## src/rtl/ans_display_driver.sv

```systemverilog
// Calculator output stage: synchronises {error, ans}, converts it to sign + 3 BCD digits
// with a sequential double-dabble, and scans the result onto a 4-digit 7-segment display.
module ans_display_driver #(
    parameter int SCAN_DIV       = 1024,
    parameter bit SEG_ACTIVE_LOW = 1'b0
) (
    input  logic       clk,
    input  logic       rst_n,
    input  logic [9:0] ans,
    input  logic       error,
    output logic [6:0] seg,
    output logic [3:0] dig_sel,
    output logic       upd_busy
);

    localparam int CNT_W = $clog2(SCAN_DIV);
    localparam logic [CNT_W-1:0] CNT_MAX = CNT_W'(SCAN_DIV - 1);

    localparam logic [6:0] SEG_MINUS = 7'b1000000;
    localparam logic [6:0] SEG_E     = 7'b1111001;
    localparam logic [6:0] SEG_R     = 7'b1010000;

    typedef enum logic [1:0] {
        S_IDLE,
        S_LOAD,
        S_SHIFT,
        S_DONE
    } state_t;

    state_t            r_state;
    state_t            w_state_next;

    logic [10:0]       r_sync1;
    logic [10:0]       r_sync2;
    logic [10:0]       r_shadow;

    logic              r_neg;
    logic [9:0]        r_mag;
    logic [11:0]       r_bcd;
    logic [3:0]        r_iter;

    logic              r_disp_err;
    logic              r_disp_neg;
    logic [3:0]        r_disp_h;
    logic [3:0]        r_disp_t;
    logic [3:0]        r_disp_o;

    logic [CNT_W-1:0]  r_scan_cnt;
    logic [1:0]        r_dig_idx;
    logic [6:0]        r_seg;
    logic [3:0]        r_dig_sel;

    logic [9:0]        w_abs;
    logic [11:0]       w_bcd_adj;
    logic [6:0]        w_seg_next;

    function automatic logic [6:0] seg_of(input logic [3:0] d);
        logic [6:0] s;
        case (d)
            4'd0:    s = 7'h3F;
            4'd1:    s = 7'h06;
            4'd2:    s = 7'h5B;
            4'd3:    s = 7'h4F;
            4'd4:    s = 7'h66;
            4'd5:    s = 7'h6D;
            4'd6:    s = 7'h7D;
            4'd7:    s = 7'h07;
            4'd8:    s = 7'h7F;
            4'd9:    s = 7'h6F;
            default: s = 7'h00;
        endcase
        return s;
    endfunction

    // Two's-complement magnitude; -512 wraps to 10'h200, which reads as 512 unsigned.
    assign w_abs = r_sync2[9] ? (~r_sync2[9:0] + 10'd1) : r_sync2[9:0];

    generate
        for (genvar gi = 0; gi < 3; gi++) begin : g_dabble
            assign w_bcd_adj[gi*4 +: 4] = (r_bcd[gi*4 +: 4] >= 4'd5)
                                        ? r_bcd[gi*4 +: 4] + 4'd3
                                        : r_bcd[gi*4 +: 4];
        end
    endgenerate

    always_ff @(posedge clk or negedge rst_n) begin
        if (!rst_n) begin
            r_sync1 <= '0;
            r_sync2 <= '0;
        end else begin
            r_sync1 <= {error, ans};
            r_sync2 <= r_sync1;
        end
    end

    always_ff @(posedge clk or negedge rst_n) begin
        if (!rst_n) begin
            r_state <= S_IDLE;
        end else begin
            r_state <= w_state_next;
        end
    end

    always_comb begin
        w_state_next = r_state;
        case (r_state)
            S_IDLE:  if (r_sync2 != r_shadow) w_state_next = S_LOAD;
            S_LOAD:  w_state_next = S_SHIFT;
            S_SHIFT: if (r_iter == 4'd9) w_state_next = S_DONE;
            S_DONE:  w_state_next = S_IDLE;
            default: w_state_next = S_IDLE;
        endcase
    end

    assign upd_busy = (r_state != S_IDLE);

    always_ff @(posedge clk or negedge rst_n) begin
        if (!rst_n) begin
            r_shadow   <= '0;
            r_neg      <= 1'b0;
            r_mag      <= '0;
            r_bcd      <= '0;
            r_iter     <= '0;
            r_disp_err <= 1'b0;
            r_disp_neg <= 1'b0;
            r_disp_h   <= '0;
            r_disp_t   <= '0;
            r_disp_o   <= '0;
        end else begin
            case (r_state)
                S_LOAD: begin
                    r_shadow <= r_sync2;
                    r_neg    <= r_sync2[9];
                    r_mag    <= w_abs;
                    r_bcd    <= '0;
                    r_iter   <= '0;
                end
                S_SHIFT: begin
                    {r_bcd, r_mag} <= {w_bcd_adj[10:0], r_mag, 1'b0};
                    r_iter         <= r_iter + 4'd1;
                end
                S_DONE: begin
                    // All display fields change on the same edge so no mixed value is ever scanned.
                    r_disp_err <= r_shadow[10];
                    r_disp_neg <= r_neg;
                    r_disp_h   <= r_bcd[11:8];
                    r_disp_t   <= r_bcd[7:4];
                    r_disp_o   <= r_bcd[3:0];
                end
                default: ;
            endcase
        end
    end

    always_comb begin
        w_seg_next = 7'h00;
        case (r_dig_idx)
            2'd0: w_seg_next = r_disp_err ? 7'h00 : seg_of(r_disp_o);
            2'd1: begin
                if (r_disp_err)
                    w_seg_next = SEG_R;
                else if (r_disp_h != 4'd0 || r_disp_t != 4'd0)
                    w_seg_next = seg_of(r_disp_t);
            end
            2'd2: begin
                if (r_disp_err)
                    w_seg_next = SEG_R;
                else if (r_disp_h != 4'd0)
                    w_seg_next = seg_of(r_disp_h);
            end
            default: begin
                if (r_disp_err)
                    w_seg_next = SEG_E;
                else if (r_disp_neg)
                    w_seg_next = SEG_MINUS;
            end
        endcase
    end

    always_ff @(posedge clk or negedge rst_n) begin
        if (!rst_n) begin
            r_scan_cnt <= '0;
            r_dig_idx  <= '0;
            r_seg      <= '0;
            r_dig_sel  <= 4'b0001;
        end else begin
            if (r_scan_cnt == CNT_MAX) begin
                r_scan_cnt <= '0;
                r_dig_idx  <= r_dig_idx + 2'd1;
            end else begin
                r_scan_cnt <= r_scan_cnt + 1'b1;
            end
            r_seg     <= w_seg_next;
            r_dig_sel <= 4'b0001 << r_dig_idx;
        end
    end

    assign seg     = SEG_ACTIVE_LOW ? ~r_seg     : r_seg;
    assign dig_sel = SEG_ACTIVE_LOW ? ~r_dig_sel : r_dig_sel;

endmodule

```

## config.mk

```make
export PLATFORM = sky130hd
export DESIGN_NAME = ans_display_driver
export DESIGN_NICKNAME = d
export VERILOG_FILES = /design/src/rtl/ans_display_driver.sv
export SDC_FILE = /design/constraint.sdc
export NUM_CORES = 1
export LEC_CHECK = 0
export ABC_AREA = 1
export CAP_MARGIN = 20
export CORE_MARGIN = 2
export CORE_UTILIZATION = 60
export CTS_CLUSTER_SIZE = 24
export DETAILED_ROUTE_END_ITERATION = 6
export PLACE_DENSITY = 0.8
export SETUP_SLACK_MARGIN = 0.1
export SLEW_MARGIN = 20
export SYNTH_ARGS = -nofsm -noshare
export SYNTH_HDL_FRONTEND = slang
export SYNTH_SLANG_ARGS = --single-unit
export TNS_END_PERCENT = 10
```

## constraint.sdc

```tcl
create_clock -name clk -period 1.82 [get_ports clk]
set_input_delay 0.455 -clock clk [delete_from_list [all_inputs] [get_ports clk]]
set_output_delay 0.455 -clock clk [all_outputs]
set_load 0.02 [all_outputs]
```

==> out/qor.csv <==
stage,metric,value,unit
logic_synthesis,most frequent cell after synthesis,nand2_1,
die,Die H,94.9,um
clock_network,Root Buffer,clkbuf_8,
detailed_routing,vias per cell,5.31,
logic_synthesis,"Cell Area, Synth",0.00496,mm^2
sta,RSZ-0062 raised after global routing,true,
die,Die ar.,0.00901,mm^2
detailed_routing,violation count after the first detailed-route iteration,244,
global_routing,GRT Total Usage,0.228,
flow_run,max cap viols,0,
global_routing,gr ovfl total,0,
logic_synthesis,mux share of post-synthesis cell area,0.00227,
worst_setup_path,crit path kind,register to primary output,
die,core area,0.00809,mm^2
hold_path,Min-Delay Path Class,register to register,
logic_synthesis,Post-synth EDFFs,0,
final_layout,fin nets,650,
logic_synthesis,mean post-synth cell area,8.71,um^2
detailed_routing,"antenna viol nets, final",0,
logic_synthesis,Yosys top cell by area,dfrtp_1,
power_and_ir_drop,power density over cell area,1210,mW/mm^2
logic_synthesis,syn_nets,615,
clock_network,CTS max path bufs,2,
sta,worst-margin pin slew,0.678,ns
die,I/O pins,25,
final_layout,share of cells above drive strength 1,0.107,
sta,Max Fclk,594,MHz
logic_synthesis,synth warn,0,
power_and_ir_drop,overall power,0.00672,W
logic_synthesis,Post-synth top cells,"nand2_1, dfrtp_1, inv_1, o21ai_0, nor2_1",
run_status,run status,"complete, no violations",
worst_setup_path,Crit Reg-Reg Startpoint,r_sync2[0],
detailed_routing,total number of vias,3789,
worst_setup_path,CP Capture Type,primary output,
die,Die Width,94.9,um
logic_synthesis,XOR/XNOR Fraction of Synth Area,0.0230,
die,row cnt,33,
worst_setup_path,crit start category,register,
clock_network,clock slew at reported path FFs,0.10,ns
clock_network,clk_lat worst skew,0.37,ns
logic_synthesis,Netlist cell types,42,
clock_network,H-tree Lvls,3,
detailed_routing,wire per inst,12.9,um
clock_network,clk sink count,98,
sta,Tmin final,1.68,ns
placed_design,GP Congestion,0.896,
detailed_routing,final WL,9230,um
logic_synthesis,"Seq/Total Area, Yosys",0.495,
worst_setup_path,Worst EP required,1.36,ns
logic_synthesis,share of the synthesized area in the top cell type,0.490,
logic_synthesis,Post-synth ARST share,1.00,
logic_synthesis,Synth Area in Simple Gates,0.212,
power_and_ir_drop,Worst VDD drop,1.26,mV
sta,Final Setup Violations,0,
sta,Final Hold Viols,0,
worst_setup_path,CP arrival,1.23,ns
worst_setup_path,CP max FO,2,
hold_path,hold path cells,0,
worst_setup_path,crit path from,r_state[0],
worst_setup_path,reg2reg path depth,9,
clock_network,TritonCTS Buffers,9,
sta,Slew headroom,0.548,
logic_synthesis,main combinational cell family by area after synthesis,simple AND/OR/NAND/NOR gates,
final_layout,Diodes inserted,0,
global_routing,vias in the first global route,3648,
logic_synthesis,synthesized flop and latch total,98,
logic_synthesis,cells after synthesis,569,
logic_synthesis,adder-cell share of the synthesized area,0.0833,
placed_design,port bufs,24,
global_routing,first-pass GRT wire length,16100,um
detailed_routing,post-route DRC violation count,0,
final_layout,area grow syn2layout,12.1,%
sta,clk_skew,0.0130,ns
global_routing,largest net degree at the start of global routing,46,
sta,fin. max-slew vios,0,
placed_design,dpl hpwl,6700,um
power_and_ir_drop,LEAKAGE,2.73,nW
detailed_routing,first-pass iteration count of the detailed router,4,
sta,Setup TNS,0,ns
logic_synthesis,Main synth FF type,dfrtp_1,
die,initial core utilization,0.613,
logic_synthesis,compound-cell area share of the yosys netlist,0.111,
hold_path,hold path startpoint,r_sync1[0],
logic_synthesis,largest cells by area after synthesis,"dfrtp_1, nand2_1, ha_1, inv_1, o21ai_0",
global_routing,initial antenna violation count,0,
sta,Final Cycle Share,0.926,
clock_network,CTS tree,yes,
-- sequential cells by signal (all words and copies together), names as in the netlist, 4 cells and up --
| register | flops |
|---|---|
| r_disp_h | 4 |
| r_shadow | 11 |
| r_sync1 | 11 |
| dig_sel | 4 |
| r_sync2 | 11 |
| r_disp_t | 4 |
| r_bcd | 12 |
| r_disp_o | 4 |
| r_mag | 10 |
| r_scan_cnt | 10 |
| seg | 7 |
| r_iter | 4 |
-- critical path: stages, from the launching register on --
cell and delay (ns):
dfrtp_1 0.39, inv_1 0.09, ha_2 0.19, inv_1 0.05, buf_4 0.15
-- path summary, 6_finish.rpt --
check,to,slack (ns)
worst max register to register,r_mag[8],0.19
worst max-delay path,upd_busy,0.14
min in group asynchronous,seg[1],0.53
worst min register to register,r_sync2[0],0.35
max in group asynchronous,r_mag[3],0.76
worst min-delay path,r_sync2[0],0.35
-- power breakdown --
part,switching (W),internal (W)
logic,0.00151,0.000933
clock network,0.000771,0.000642
registers,0.000259,0.00260
-- area by class of cell --
type	count	area (um^2)
fillers	644	2540
well taps	105	131
multi-input cells	378	2140
clock inverters	6	65.1
inverters	83	313
clock buffers	10	128
flip-flops and latches	98	2450
repair buffers	34	324
-- layout by cell type, fill, tap and decap left out, drive strengths merged, types with 10 or more instances in the layout --
master | netlist | routed
ha | 33 | 33
clkdlybuf4s50 | 0 | 11
nand3 | 29 | 29
inv | 82 | 84
dfrtp | 97 | 97
o21ai | 50 | 50
buf | 6 | 11
dlygate4sd2 | 0 | 11
a21oi | 23 | 23
clkbuf | 4 | 10
nand2 | 150 | 150
nor2 | 44 | 44
-- logic make-up (layout without fill, tap and decap cells) --
group | after synthesis | in the layout
flops | 98 | 98
xor+xnor | 13 | 13
compound gates | 93 | 93
mux | 1 | 1
fa+ha+maj | 33 | 33
simple gates | 238 | 238
buf+inv | 93 | 133
-- timing repair --
item | in CTS | in global routing
resized for setup | 15 | 5
pin swaps | 0 | 1
endpoints found under the setup margin | 12 | 4
endpoints found under the hold margin | 19 | 0
hold buffers | 1 | 0
buffers inserted | 0 | 2
-- per-layer routing --
layer / track usage / routed length, um / vias to the layer above / part of all wire
li1: - / - / 1879 / -
met1: 0.288 / 4010 / 1799 / 0.43
met2: 0.397 / 4680 / 91 / 0.51
met3: 0.0351 / 358 / 20 / 0.039
met4: 0.0882 / 184 / 0 / 0.020
met5: 0 / 0 / - / 0
-- through the flow --
step                cell area (um^2)  utilization  hold slack, ns  worst slack [ns]  instances
finish                          5560        0.687           0.348             0.135        714
global route                    5560        0.687           0.351            0.0867        714
CTS                             5530        0.684           0.352             0.125        712
detailed placement              5350        0.661           0.335            0.0888        695
global placement                5350        0.661           0.331             0.113        695
floorplan                       4960            -           0.159             0.385        569
Note: power is estimated with default switching activity, not from simulation.
